**src/rtl/peripheral_bfm_master_generic_axi4_if.sv**
```systemverilog
// Bundle of the command, stream, completion and AXI4 channel signals around the master BFM.
// The master modport is the BFM's view; the slave modport is the testbench/slave side.
interface peripheral_bfm_master_generic_axi4_if;
    logic        cmd_valid, cmd_ready, cmd_write;
    logic [3:0]  cmd_id, cmd_len;
    logic [31:0] cmd_addr;
    logic        wd_valid, wd_ready;
    logic [31:0] wd_data;
    logic [3:0]  wd_strb;
    logic        rd_valid, rd_ready, rd_last;
    logic [31:0] rd_data;
    logic [1:0]  rd_resp;
    logic        done, done_timeout;
    logic [1:0]  done_resp;
    logic [3:0]  awid, awlen, awcache;
    logic [31:0] awadr;
    logic [2:0]  awsize, awprot;
    logic [1:0]  awburst, awlock;
    logic        awvalid, awready;
    logic [3:0]  wid, wstrb;
    logic [31:0] wrdata;
    logic        wlast, wvalid, wready;
    logic [3:0]  bid;
    logic [1:0]  bresp;
    logic        bvalid, bready;
    logic [3:0]  arid, arlen, arcache;
    logic [31:0] araddr;
    logic [2:0]  arsize, arprot;
    logic [1:0]  arburst, arlock;
    logic        arvalid, arready;
    logic [3:0]  rid;
    logic [31:0] rdata;
    logic [1:0]  rresp;
    logic        rlast, rvalid, rready;

    modport master (
        input  cmd_valid, cmd_write, cmd_id, cmd_addr, cmd_len,
        input  wd_valid, wd_data, wd_strb, rd_ready,
        input  awready, wready, bid, bresp, bvalid, arready, rid, rdata, rresp, rlast, rvalid,
        output cmd_ready, wd_ready, rd_valid, rd_data, rd_resp, rd_last,
        output done, done_resp, done_timeout,
        output awid, awadr, awlen, awsize, awburst, awlock, awcache, awprot, awvalid,
        output wid, wrdata, wstrb, wlast, wvalid, bready,
        output arid, araddr, arlen, arsize, arburst, arlock, arcache, arprot, arvalid, rready
    );

    modport slave (
        output cmd_valid, cmd_write, cmd_id, cmd_addr, cmd_len,
        output wd_valid, wd_data, wd_strb, rd_ready,
        output awready, wready, bid, bresp, bvalid, arready, rid, rdata, rresp, rlast, rvalid,
        input  cmd_ready, wd_ready, rd_valid, rd_data, rd_resp, rd_last,
        input  done, done_resp, done_timeout,
        input  awid, awadr, awlen, awsize, awburst, awlock, awcache, awprot, awvalid,
        input  wid, wrdata, wstrb, wlast, wvalid, bready,
        input  arid, araddr, arlen, arsize, arburst, arlock, arcache, arprot, arvalid, rready
    );
endinterface

```
**src/rtl/peripheral_bfm_master_generic_axi4.sv**
```systemverilog
// Command-driven AXI4 master BFM: one INCR burst of 32-bit beats in flight at a time,
// write/read data streamed through, registered completion pulse with worst response.
module peripheral_bfm_master_generic_axi4 #(
    parameter int unsigned TIMEOUT   = 256,
    parameter logic [3:0]  AXI_CACHE = 4'b0000,
    parameter logic [2:0]  AXI_PROT  = 3'b000
) (
    input logic aclk,
    input logic areset,
    peripheral_bfm_master_generic_axi4_if.master bus
);
    typedef enum logic [2:0] {IDLE, WADDR, WDATA, WRESP, RADDR, RDATA} state_e;

    state_e      state_q;
    logic [3:0]  id_q, len_q, beat_q;
    logic [31:0] addr_q, tcnt_q;
    logic [1:0]  acc_q, done_resp_q;
    logic        done_q, done_to_q, rdy_en_q;
    logic        hs, expired, is_last;
    logic [1:0]  rmax;
    logic        unused_ids;

    // Handshake of whichever channel the current state is waiting on
    always_comb begin
        hs = 1'b0;
        unique case (state_q)
            WADDR:   hs = bus.awready;
            WDATA:   hs = bus.wd_valid & bus.wready;
            WRESP:   hs = bus.bvalid;
            RADDR:   hs = bus.arready;
            RDATA:   hs = bus.rvalid & bus.rd_ready;
            default: hs = 1'b0;
        endcase
    end

    assign expired = (state_q != IDLE) && !hs && (tcnt_q == TIMEOUT - 1);
    assign is_last = (beat_q == len_q);
    assign rmax    = (bus.rresp > acc_q) ? bus.rresp : acc_q;

    always_ff @(posedge aclk or posedge areset) begin
        if (areset) begin
            state_q     <= IDLE;
            id_q        <= '0;
            len_q       <= '0;
            beat_q      <= '0;
            addr_q      <= '0;
            tcnt_q      <= '0;
            acc_q       <= '0;
            done_resp_q <= '0;
            done_q      <= 1'b0;
            done_to_q   <= 1'b0;
            rdy_en_q    <= 1'b0;
        end else begin
            rdy_en_q <= 1'b1;
            done_q   <= 1'b0;
            if (state_q != IDLE) begin
                tcnt_q <= hs ? '0 : tcnt_q + 32'd1;
            end
            unique case (state_q)
                IDLE: begin
                    if (bus.cmd_valid && rdy_en_q) begin
                        id_q    <= bus.cmd_id;
                        addr_q  <= bus.cmd_addr;
                        len_q   <= bus.cmd_len;
                        beat_q  <= '0;
                        acc_q   <= '0;
                        tcnt_q  <= '0;
                        state_q <= bus.cmd_write ? WADDR : RADDR;
                    end
                end
                WADDR: if (hs) state_q <= WDATA;
                WDATA: begin
                    if (hs) begin
                        beat_q <= beat_q + 4'd1;
                        if (is_last) state_q <= WRESP;
                    end
                end
                WRESP: begin
                    if (hs) begin
                        done_q      <= 1'b1;
                        done_resp_q <= bus.bresp;
                        done_to_q   <= 1'b0;
                        state_q     <= IDLE;
                    end
                end
                RADDR: if (hs) state_q <= RDATA;
                RDATA: begin
                    if (hs) begin
                        acc_q  <= rmax;
                        beat_q <= beat_q + 4'd1;
                        // The slave may end the burst early with rlast; either terminator completes it
                        if (is_last || bus.rlast) begin
                            done_q      <= 1'b1;
                            done_resp_q <= rmax;
                            done_to_q   <= 1'b0;
                            state_q     <= IDLE;
                        end
                    end
                end
                default: state_q <= IDLE;
            endcase
            if (expired) begin
                done_q      <= 1'b1;
                done_to_q   <= 1'b1;
                done_resp_q <= 2'b10;
                state_q     <= IDLE;
            end
        end
    end

    assign bus.cmd_ready    = (state_q == IDLE) && rdy_en_q;
    assign bus.done         = done_q;
    assign bus.done_resp    = done_resp_q;
    assign bus.done_timeout = done_to_q;

    assign bus.awid    = id_q;
    assign bus.awadr   = addr_q;
    assign bus.awlen   = len_q;
    assign bus.awsize  = 3'b010;
    assign bus.awburst = 2'b01;
    assign bus.awlock  = 2'b00;
    assign bus.awcache = AXI_CACHE;
    assign bus.awprot  = AXI_PROT;
    assign bus.awvalid = (state_q == WADDR);

    assign bus.wid      = id_q;
    assign bus.wvalid   = (state_q == WDATA) && bus.wd_valid;
    assign bus.wd_ready = (state_q == WDATA) && bus.wready;
    assign bus.wrdata   = (state_q == WDATA) ? bus.wd_data : '0;
    assign bus.wstrb    = (state_q == WDATA) ? bus.wd_strb : '0;
    assign bus.wlast    = (state_q == WDATA) && is_last;
    assign bus.bready   = (state_q == WDATA) || (state_q == WRESP);

    assign bus.arid    = id_q;
    assign bus.araddr  = addr_q;
    assign bus.arlen   = len_q;
    assign bus.arsize  = 3'b010;
    assign bus.arburst = 2'b01;
    assign bus.arlock  = 2'b00;
    assign bus.arcache = AXI_CACHE;
    assign bus.arprot  = AXI_PROT;
    assign bus.arvalid = (state_q == RADDR);

    assign bus.rready   = (state_q == RDATA) && bus.rd_ready;
    assign bus.rd_valid = (state_q == RDATA) && bus.rvalid;
    assign bus.rd_data  = (state_q == RDATA) ? bus.rdata : '0;
    assign bus.rd_resp  = (state_q == RDATA) ? bus.rresp : '0;
    assign bus.rd_last  = (state_q == RDATA) && (is_last || bus.rlast);

    assign unused_ids = ^{bus.bid, bus.rid};
endmodule
```
**src/flat_wrapper.sv**
```systemverilog
// flat-port wrapper written by rule: the top's interface ports become plain ports
module peripheral_bfm_master_generic_axi4_flat 
#(
    parameter int unsigned TIMEOUT   = 256,
    parameter logic [3:0]  AXI_CACHE = 4'b0000,
    parameter logic [2:0]  AXI_PROT  = 3'b000
)
  (aclk, areset, bus_cmd_valid, bus_cmd_write, bus_cmd_id, bus_cmd_addr, bus_cmd_len, bus_wd_valid, bus_wd_data, bus_wd_strb, bus_rd_ready, bus_awready, bus_wready, bus_bid, bus_bresp, bus_bvalid, bus_arready, bus_rid, bus_rdata, bus_rresp, bus_rlast, bus_rvalid, bus_cmd_ready, bus_wd_ready, bus_rd_valid, bus_rd_data, bus_rd_resp, bus_rd_last, bus_done, bus_done_resp, bus_done_timeout, bus_awid, bus_awadr, bus_awlen, bus_awsize, bus_awburst, bus_awlock, bus_awcache, bus_awprot, bus_awvalid, bus_wid, bus_wrdata, bus_wstrb, bus_wlast, bus_wvalid, bus_bready, bus_arid, bus_araddr, bus_arlen, bus_arsize, bus_arburst, bus_arlock, bus_arcache, bus_arprot, bus_arvalid, bus_rready);
  peripheral_bfm_master_generic_axi4_if bus_i ();
  input logic aclk;
  input logic areset;
  input wire logic [$bits(bus_i.cmd_valid)-1:0] bus_cmd_valid;
  input wire logic [$bits(bus_i.cmd_write)-1:0] bus_cmd_write;
  input wire logic [$bits(bus_i.cmd_id)-1:0] bus_cmd_id;
  input wire logic [$bits(bus_i.cmd_addr)-1:0] bus_cmd_addr;
  input wire logic [$bits(bus_i.cmd_len)-1:0] bus_cmd_len;
  input wire logic [$bits(bus_i.wd_valid)-1:0] bus_wd_valid;
  input wire logic [$bits(bus_i.wd_data)-1:0] bus_wd_data;
  input wire logic [$bits(bus_i.wd_strb)-1:0] bus_wd_strb;
  input wire logic [$bits(bus_i.rd_ready)-1:0] bus_rd_ready;
  input wire logic [$bits(bus_i.awready)-1:0] bus_awready;
  input wire logic [$bits(bus_i.wready)-1:0] bus_wready;
  input wire logic [$bits(bus_i.bid)-1:0] bus_bid;
  input wire logic [$bits(bus_i.bresp)-1:0] bus_bresp;
  input wire logic [$bits(bus_i.bvalid)-1:0] bus_bvalid;
  input wire logic [$bits(bus_i.arready)-1:0] bus_arready;
  input wire logic [$bits(bus_i.rid)-1:0] bus_rid;
  input wire logic [$bits(bus_i.rdata)-1:0] bus_rdata;
  input wire logic [$bits(bus_i.rresp)-1:0] bus_rresp;
  input wire logic [$bits(bus_i.rlast)-1:0] bus_rlast;
  input wire logic [$bits(bus_i.rvalid)-1:0] bus_rvalid;
  output wire logic [$bits(bus_i.cmd_ready)-1:0] bus_cmd_ready;
  output wire logic [$bits(bus_i.wd_ready)-1:0] bus_wd_ready;
  output wire logic [$bits(bus_i.rd_valid)-1:0] bus_rd_valid;
  output wire logic [$bits(bus_i.rd_data)-1:0] bus_rd_data;
  output wire logic [$bits(bus_i.rd_resp)-1:0] bus_rd_resp;
  output wire logic [$bits(bus_i.rd_last)-1:0] bus_rd_last;
  output wire logic [$bits(bus_i.done)-1:0] bus_done;
  output wire logic [$bits(bus_i.done_resp)-1:0] bus_done_resp;
  output wire logic [$bits(bus_i.done_timeout)-1:0] bus_done_timeout;
  output wire logic [$bits(bus_i.awid)-1:0] bus_awid;
  output wire logic [$bits(bus_i.awadr)-1:0] bus_awadr;
  output wire logic [$bits(bus_i.awlen)-1:0] bus_awlen;
  output wire logic [$bits(bus_i.awsize)-1:0] bus_awsize;
  output wire logic [$bits(bus_i.awburst)-1:0] bus_awburst;
  output wire logic [$bits(bus_i.awlock)-1:0] bus_awlock;
  output wire logic [$bits(bus_i.awcache)-1:0] bus_awcache;
  output wire logic [$bits(bus_i.awprot)-1:0] bus_awprot;
  output wire logic [$bits(bus_i.awvalid)-1:0] bus_awvalid;
  output wire logic [$bits(bus_i.wid)-1:0] bus_wid;
  output wire logic [$bits(bus_i.wrdata)-1:0] bus_wrdata;
  output wire logic [$bits(bus_i.wstrb)-1:0] bus_wstrb;
  output wire logic [$bits(bus_i.wlast)-1:0] bus_wlast;
  output wire logic [$bits(bus_i.wvalid)-1:0] bus_wvalid;
  output wire logic [$bits(bus_i.bready)-1:0] bus_bready;
  output wire logic [$bits(bus_i.arid)-1:0] bus_arid;
  output wire logic [$bits(bus_i.araddr)-1:0] bus_araddr;
  output wire logic [$bits(bus_i.arlen)-1:0] bus_arlen;
  output wire logic [$bits(bus_i.arsize)-1:0] bus_arsize;
  output wire logic [$bits(bus_i.arburst)-1:0] bus_arburst;
  output wire logic [$bits(bus_i.arlock)-1:0] bus_arlock;
  output wire logic [$bits(bus_i.arcache)-1:0] bus_arcache;
  output wire logic [$bits(bus_i.arprot)-1:0] bus_arprot;
  output wire logic [$bits(bus_i.arvalid)-1:0] bus_arvalid;
  output wire logic [$bits(bus_i.rready)-1:0] bus_rready;
  assign bus_i.cmd_valid = bus_cmd_valid;
  assign bus_i.cmd_write = bus_cmd_write;
  assign bus_i.cmd_id = bus_cmd_id;
  assign bus_i.cmd_addr = bus_cmd_addr;
  assign bus_i.cmd_len = bus_cmd_len;
  assign bus_i.wd_valid = bus_wd_valid;
  assign bus_i.wd_data = bus_wd_data;
  assign bus_i.wd_strb = bus_wd_strb;
  assign bus_i.rd_ready = bus_rd_ready;
  assign bus_i.awready = bus_awready;
  assign bus_i.wready = bus_wready;
  assign bus_i.bid = bus_bid;
  assign bus_i.bresp = bus_bresp;
  assign bus_i.bvalid = bus_bvalid;
  assign bus_i.arready = bus_arready;
  assign bus_i.rid = bus_rid;
  assign bus_i.rdata = bus_rdata;
  assign bus_i.rresp = bus_rresp;
  assign bus_i.rlast = bus_rlast;
  assign bus_i.rvalid = bus_rvalid;
  assign bus_cmd_ready = bus_i.cmd_ready;
  assign bus_wd_ready = bus_i.wd_ready;
  assign bus_rd_valid = bus_i.rd_valid;
  assign bus_rd_data = bus_i.rd_data;
  assign bus_rd_resp = bus_i.rd_resp;
  assign bus_rd_last = bus_i.rd_last;
  assign bus_done = bus_i.done;
  assign bus_done_resp = bus_i.done_resp;
  assign bus_done_timeout = bus_i.done_timeout;
  assign bus_awid = bus_i.awid;
  assign bus_awadr = bus_i.awadr;
  assign bus_awlen = bus_i.awlen;
  assign bus_awsize = bus_i.awsize;
  assign bus_awburst = bus_i.awburst;
  assign bus_awlock = bus_i.awlock;
  assign bus_awcache = bus_i.awcache;
  assign bus_awprot = bus_i.awprot;
  assign bus_awvalid = bus_i.awvalid;
  assign bus_wid = bus_i.wid;
  assign bus_wrdata = bus_i.wrdata;
  assign bus_wstrb = bus_i.wstrb;
  assign bus_wlast = bus_i.wlast;
  assign bus_wvalid = bus_i.wvalid;
  assign bus_bready = bus_i.bready;
  assign bus_arid = bus_i.arid;
  assign bus_araddr = bus_i.araddr;
  assign bus_arlen = bus_i.arlen;
  assign bus_arsize = bus_i.arsize;
  assign bus_arburst = bus_i.arburst;
  assign bus_arlock = bus_i.arlock;
  assign bus_arcache = bus_i.arcache;
  assign bus_arprot = bus_i.arprot;
  assign bus_arvalid = bus_i.arvalid;
  assign bus_rready = bus_i.rready;
  peripheral_bfm_master_generic_axi4 #(.TIMEOUT(TIMEOUT), .AXI_CACHE(AXI_CACHE), .AXI_PROT(AXI_PROT)) u_core (.aclk(aclk), .areset(areset), .bus(bus_i));
endmodule
```
**config.mk**
```make
export PLATFORM = sky130hd
export DESIGN_NAME = peripheral_bfm_master_generic_axi4_flat
export DESIGN_NICKNAME = d
export VERILOG_FILES = /design/src/rtl/peripheral_bfm_master_generic_axi4_if.sv /design/src/rtl/peripheral_bfm_master_generic_axi4.sv /design/src/flat_wrapper.sv
export SDC_FILE = /design/constraint.sdc
export NUM_CORES = 1
export LEC_CHECK = 0
export BUFFER_PORTS_ARGS = -buffer_cell sky130_fd_sc_hd__buf_4
export CORE_AREA = 2 2 126 128
export DETAILED_ROUTE_END_ITERATION = 8
export DIE_AREA = 0 0 128 130
export PLACE_DENSITY = 0.69
export SYNTH_ARGS = -nofsm -noshare
export SYNTH_HDL_FRONTEND = slang
export SYNTH_SLANG_ARGS = --single-unit
```
**constraint.sdc**
```tcl
create_clock -name aclk -period 3.3 [get_ports aclk]
set_clock_uncertainty 0.05 [all_clocks]
set_input_delay 0.33 -clock aclk [delete_from_list [all_inputs] [get_ports aclk]]
set_output_delay 0.33 -clock aclk [all_outputs]
set_load 0.02 [all_outputs]
```
* After elaboration in Yosys (flattened, before gate mapping)
Cells that the tools add are included.
W data, S select, Z words.
** Word-level totals
- Register bits :: 86
- Input bits :: 132
- Output and inout bits :: 196
- Logic and storage cells :: 100
** Operators by class
- Add/sub/neg operators :: 2
- Order comparisons :: 1
- Eq/ne operators :: 18
- Multiplexer cells :: 42
- Bitwise gates (word level) :: 2
- Reduce and logical (&&, ||, !) cells :: 24
** Operators by type and width (count)
- $mux W32 :: 6
- $add A32 B1 Y32 const B :: 1
- $eq A32 B8 Y1 const B :: 1
- $mux W3 :: 10
- $ne A3 B1 Y1 const B :: 8
- $pmux W3 S6 :: 1
- $mux W2 :: 8
- $mux W4 :: 3
- $logic_and A1 B1 Y1 :: 10
- $mux W1 :: 8
- $pmux W2 S2 :: 2
- $pmux W4 S2 :: 1
- $reduce_and A8 Y1 :: 1
- $eq A3 B2 Y1 const B :: 2
- $eq A3 B3 Y1 const B :: 2
- $ne A2 B1 Y1 const B :: 3
- $reduce_and A3 Y1 :: 2
- $reduce_bool A3 Y1 :: 2
- $pmux W1 S5 :: 1
- $add A4 B1 Y4 const B :: 1
- $eq A4 B4 Y1 :: 1
- $pmux W1 S2 :: 2
- $reduce_and A4 Y1 :: 1
- $reduce_bool A2 Y1 :: 2
- other kinds (8) :: 10

* Logic depth before layout (Yosys ltp)
- Depth in word-level cells :: 7
- Mapped depth :: 8
- Gate-level depth less buffers :: 7

* Least setup slack after synthesis
OpenSTA, ideal clock, no wires.
- Path type :: flip-flop to output port
- Start point :: register u_core.state_q[1]
- End point :: output bus_rd_data[10]
- Arrival :: 1.590 ns
- Required time :: 2.920 ns
- Setup slack :: 1.330 ns
- Stages on the path, launching flop included :: 7
- Path through :: dfrtp_1 -> buf_6 -> buf_2 -> and3b_1 -> buf_2 -> clkbuf_1 -> and2_1
** On the way
- Longest elaborated chain between the ends :: 2
** RTL lines
- start: declaration :: line peripheral_bfm_master_generic_axi4.sv:14 : state_e state_q;
- start signal: assignment :: line peripheral_bfm_master_generic_axi4.sv:68 : state_q <= bus.cmd_write ? WADDR : RADDR;
- $eq A3 B3 Y1 :: line peripheral_bfm_master_generic_axi4.sv:146 : assign bus.rd_data = (state_q == RDATA) ? bus.rdata : '0;
- $mux W32 :: line peripheral_bfm_master_generic_axi4.sv:146
- end: declaration :: line flat_wrapper.sv:35 : output wire logic [$bits(bus_i.rd_data)-1:0] bus_rd_data;
No other way between the ends.

* Final worst setup path
- Start point :: register u_core.state_q[1]
- End point :: output bus_wrdata[17]
** On the way
- Longest elaborated chain between the ends :: 2
** RTL lines
- $eq A3 B2 Y1 :: line peripheral_bfm_master_generic_axi4.sv:129 : assign bus.wrdata = (state_q == WDATA) ? bus.wd_data : '0;
- $mux W32 :: line peripheral_bfm_master_generic_axi4.sv:129
- end: declaration :: line flat_wrapper.sv:51 : output wire logic [$bits(bus_i.wrdata)-1:0] bus_wrdata;
No other way between the ends.

==> qor.yml <==
num_vias: 5022
stdcell_count: 998
r2r_slack_ns: 0.72
die_h_um: 130
cp-end-kind: "output pin"
async_flop_share_pct: 100
initialDrtViolationCount: 341
avgRoutedWirePerCell_um: 16.2
ys.flop_type: "dfrtp_1"
fillers: 1462
drc_errors: 0
fmax_mhz: 346
worstHoldPathType: "input port to asynchronous set/reset pin"
cp_max_fo: 39
final_hold_viol_count: 0
ys_warn_count: 0
r2r-start: "u_core.state_q[1]"
synth_edf_count: 0
drive_gt1_share_pct: 46.5
final_common_cell: "buf_4"
synth_area_per_cell_um2: 9.64
setup_viol: 0
cts_root_buffer: "clkbuf_16"
clockBufferDepth: 2
seq_area_mm2: 0.00215
syn2layout_area_growth_pct: 40.5
grt_pass1_wl_um: 24500
mostFrequentLayoutCells: "buf_4 (299), dfrtp_1 (86), and3_1 (45)"
cp-start-kind: "register"
min_period_over_period_pct: 87.7
num_rows: 46
core_area_mm2: 0.0154
grt_overflow: 0
clk_latency_ns: 0.35
ioPinCount: 328
cts_sinks: 86
fin_crit_ns: 2.89
dp.cells: 982
maxCapViolations: 0
cts-buffers-inserted: 9
required_ns: 2.92
crit_start: "u_core.state_q[1]"
antenna_found_initial: 0
die_w_um: 128
cts_tree: "built"
grtUsageTotal_pct: 18.6
ctsResizeCount: 0
rsz0062_at_grt: "no"
wl_um: 16100
worst-setup-path-type: "register to output pin"
die-area_mm2: 0.0166
start_util_pct: 35.7
ys_seq_elements: 86
tightest_slew_ns: 0.935
slew_headroom_pct: 37.6
nNetsFinal: 938
post_cts_buffers: 0
holdBufCountCts: 0
vdd.ir_drop.worst_mv: 0.378
setup_tns_ns: 0
htreeDepth: 3
ys_types: 71
crit_arrival_ns: 2.51
globalplace.congestion: 0.780
worstReg2RegEnd: "u_core.tcnt_q[21]"
slew_viol_final: 0
cellPowerDensity_mw_per_mm2: 901
status: "finished, final reports clean"
antenna_left: 0
clkTransAtPathRegs_ns: 0.07
num_antenna_cells: 0
multiInputGateArea_mm2: 0.00269
worst_r2r_path_depth: 6
first_pass_iters: 5
synth_area_mm2: 0.00551
grt_max_degree: 49
seq_area_frac_synth_pct: 39.0
synth_cells: 572
leakagePower_nw: 3.98
grt_pass1_vias: 4490
portBuffers: 291
hpwl_um: 12200
vias_per_cell: 5.03
[Yosys cell counts (all sizes together) (2+ instances only)]
| cell type | instances | area share [%] |
|---|---|---|
| a2111oi | 3 | 0.93 |
| a21o | 9 | 1.2 |
| a21oi | 22 | 2.1 |
| a22o | 4 | 0.64 |
| a31o | 2 | 0.32 |
| a31oi | 16 | 1.8 |
| a32oi | 5 | 0.79 |
| a41oi | 4 | 0.77 |
| and2 | 40 | 4.5 |
| and3 | 45 | 5.1 |
| and4 | 4 | 0.64 |
| buf | 94 | 12 |
| clkbuf | 15 | 1.0 |
| conb | 2 | 0.14 |
| dfrtp | 86 | 39 |
| ha | 5 | 1.1 |
| inv | 16 | 1.1 |
| mux2 | 40 | 8.2 |
| mux2i | 5 | 1.1 |
| nand2 | 19 | 1.3 |
| nand2b | 3 | 0.34 |
| nand3 | 15 | 1.4 |
| nand3b | 3 | 0.41 |
| nand4 | 13 | 1.5 |
| nor2 | 16 | 1.2 |
| nor2b | 3 | 0.34 |
| nor3 | 7 | 0.84 |
| nor4 | 6 | 0.95 |
| o211ai | 5 | 0.68 |
| o21a | 3 | 0.41 |
| o21ai | 27 | 2.5 |
| o221a | 2 | 0.41 |
| o22ai | 2 | 0.48 |
| or2 | 2 | 0.23 |
| or3 | 5 | 0.66 |
| or4 | 3 | 0.41 |
| xnor2 | 5 | 0.79 |
[report_power, final]
part,internal [mW],switching [mW]
logic,1.78,2.27
clock network,0.728,0.431
registers,1.39,0.377
[how the worst max path moves through the flow]
stage / to / cells past startpoint
final: bus_wrdata[17] / 4
after global routing: bus_wrdata[17] / 4
after CTS: bus_wrdata[17] / 4
after detailed placement: u_core.tcnt_q[21] / 6
after global placement: u_core.tcnt_q[21] / 6
after floorplan: u_core.acc_q[0] / 1
[final cells by class]
type / count / share of cell area [%]
repair buffers: 300 / 29.2
clock inverters: 4 / 0.985
multi-input cells: 388 / 34.7
flip-flops and latches: 86 / 27.8
well taps: 192 / 3.10
inverters: 16 / 0.791
clock buffers: 12 / 3.44
[worst max-delay path: stages (launching register included)]
cell and delay, ns:
dfrtp_1 0.74, nand2_1 0.25, inv_1 0.72, and3_1 0.29
buf_4 0.15
[per-layer routing]
| layer | track usage (%) | routed length, um | up-vias |
|---|---|---|---|
| li1 | - | - | 2418 |
| met1 | 24.3 | 6870 | 2422 |
| met2 | 31.2 | 8170 | 160 |
| met3 | 3.12 | 788 | 22 |
| met4 | 6.72 | 313 | 0 |
| met5 | 0 | 0 | - |
[flip-flops by register name (all words and copies together), names as in the netlist]
name	count
u_core.state_q	3
u_core.beat_q	4
u_core.bus.arid	4
u_core.bus.done_timeout	1
u_core.rdy_en_q	1
u_core.tcnt_q	32
u_core.bus.done	1
u_core.bus.arlen	4
u_core.bus.done_resp	2
u_core.bus.araddr	32
u_core.acc_q	2
[stage by stage]
stage          cell area, um2  setup WS [ns]  util (%)  hold WS, ns  power [mW]
2_1_floorplan            5620          0.698         -        0.404        4.61
3_3_place_gp             7400          0.739      48.0        0.434        5.80
3_5_place_dp             7400          0.722      48.0        0.437        5.86
4_1_cts                  7750          0.474      50.2        0.150        7.04
5_1_grt                  7750          0.268      50.2        0.154        7.39
6_report                 7750          0.407      50.2        0.120        6.98
[kinds of logic (layout without fill, tap and decap cells)]
| logic type | after synthesis | after routing | synth area share [%] |
|---|---|---|---|
| compound gates | 115 | 115 | 14.8 |
| xor+xnor | 6 | 6 | 0.953 |
| fa+ha+maj | 5 | 5 | 1.13 |
| buf+inv | 125 | 332 | 14.1 |
| flops | 86 | 86 | 39.0 |
| mux | 45 | 45 | 9.30 |
| other cells | 2 | 29 | 0.136 |
| simple gates | 188 | 188 | 20.5 |
(Power assumes the default switching activity.)
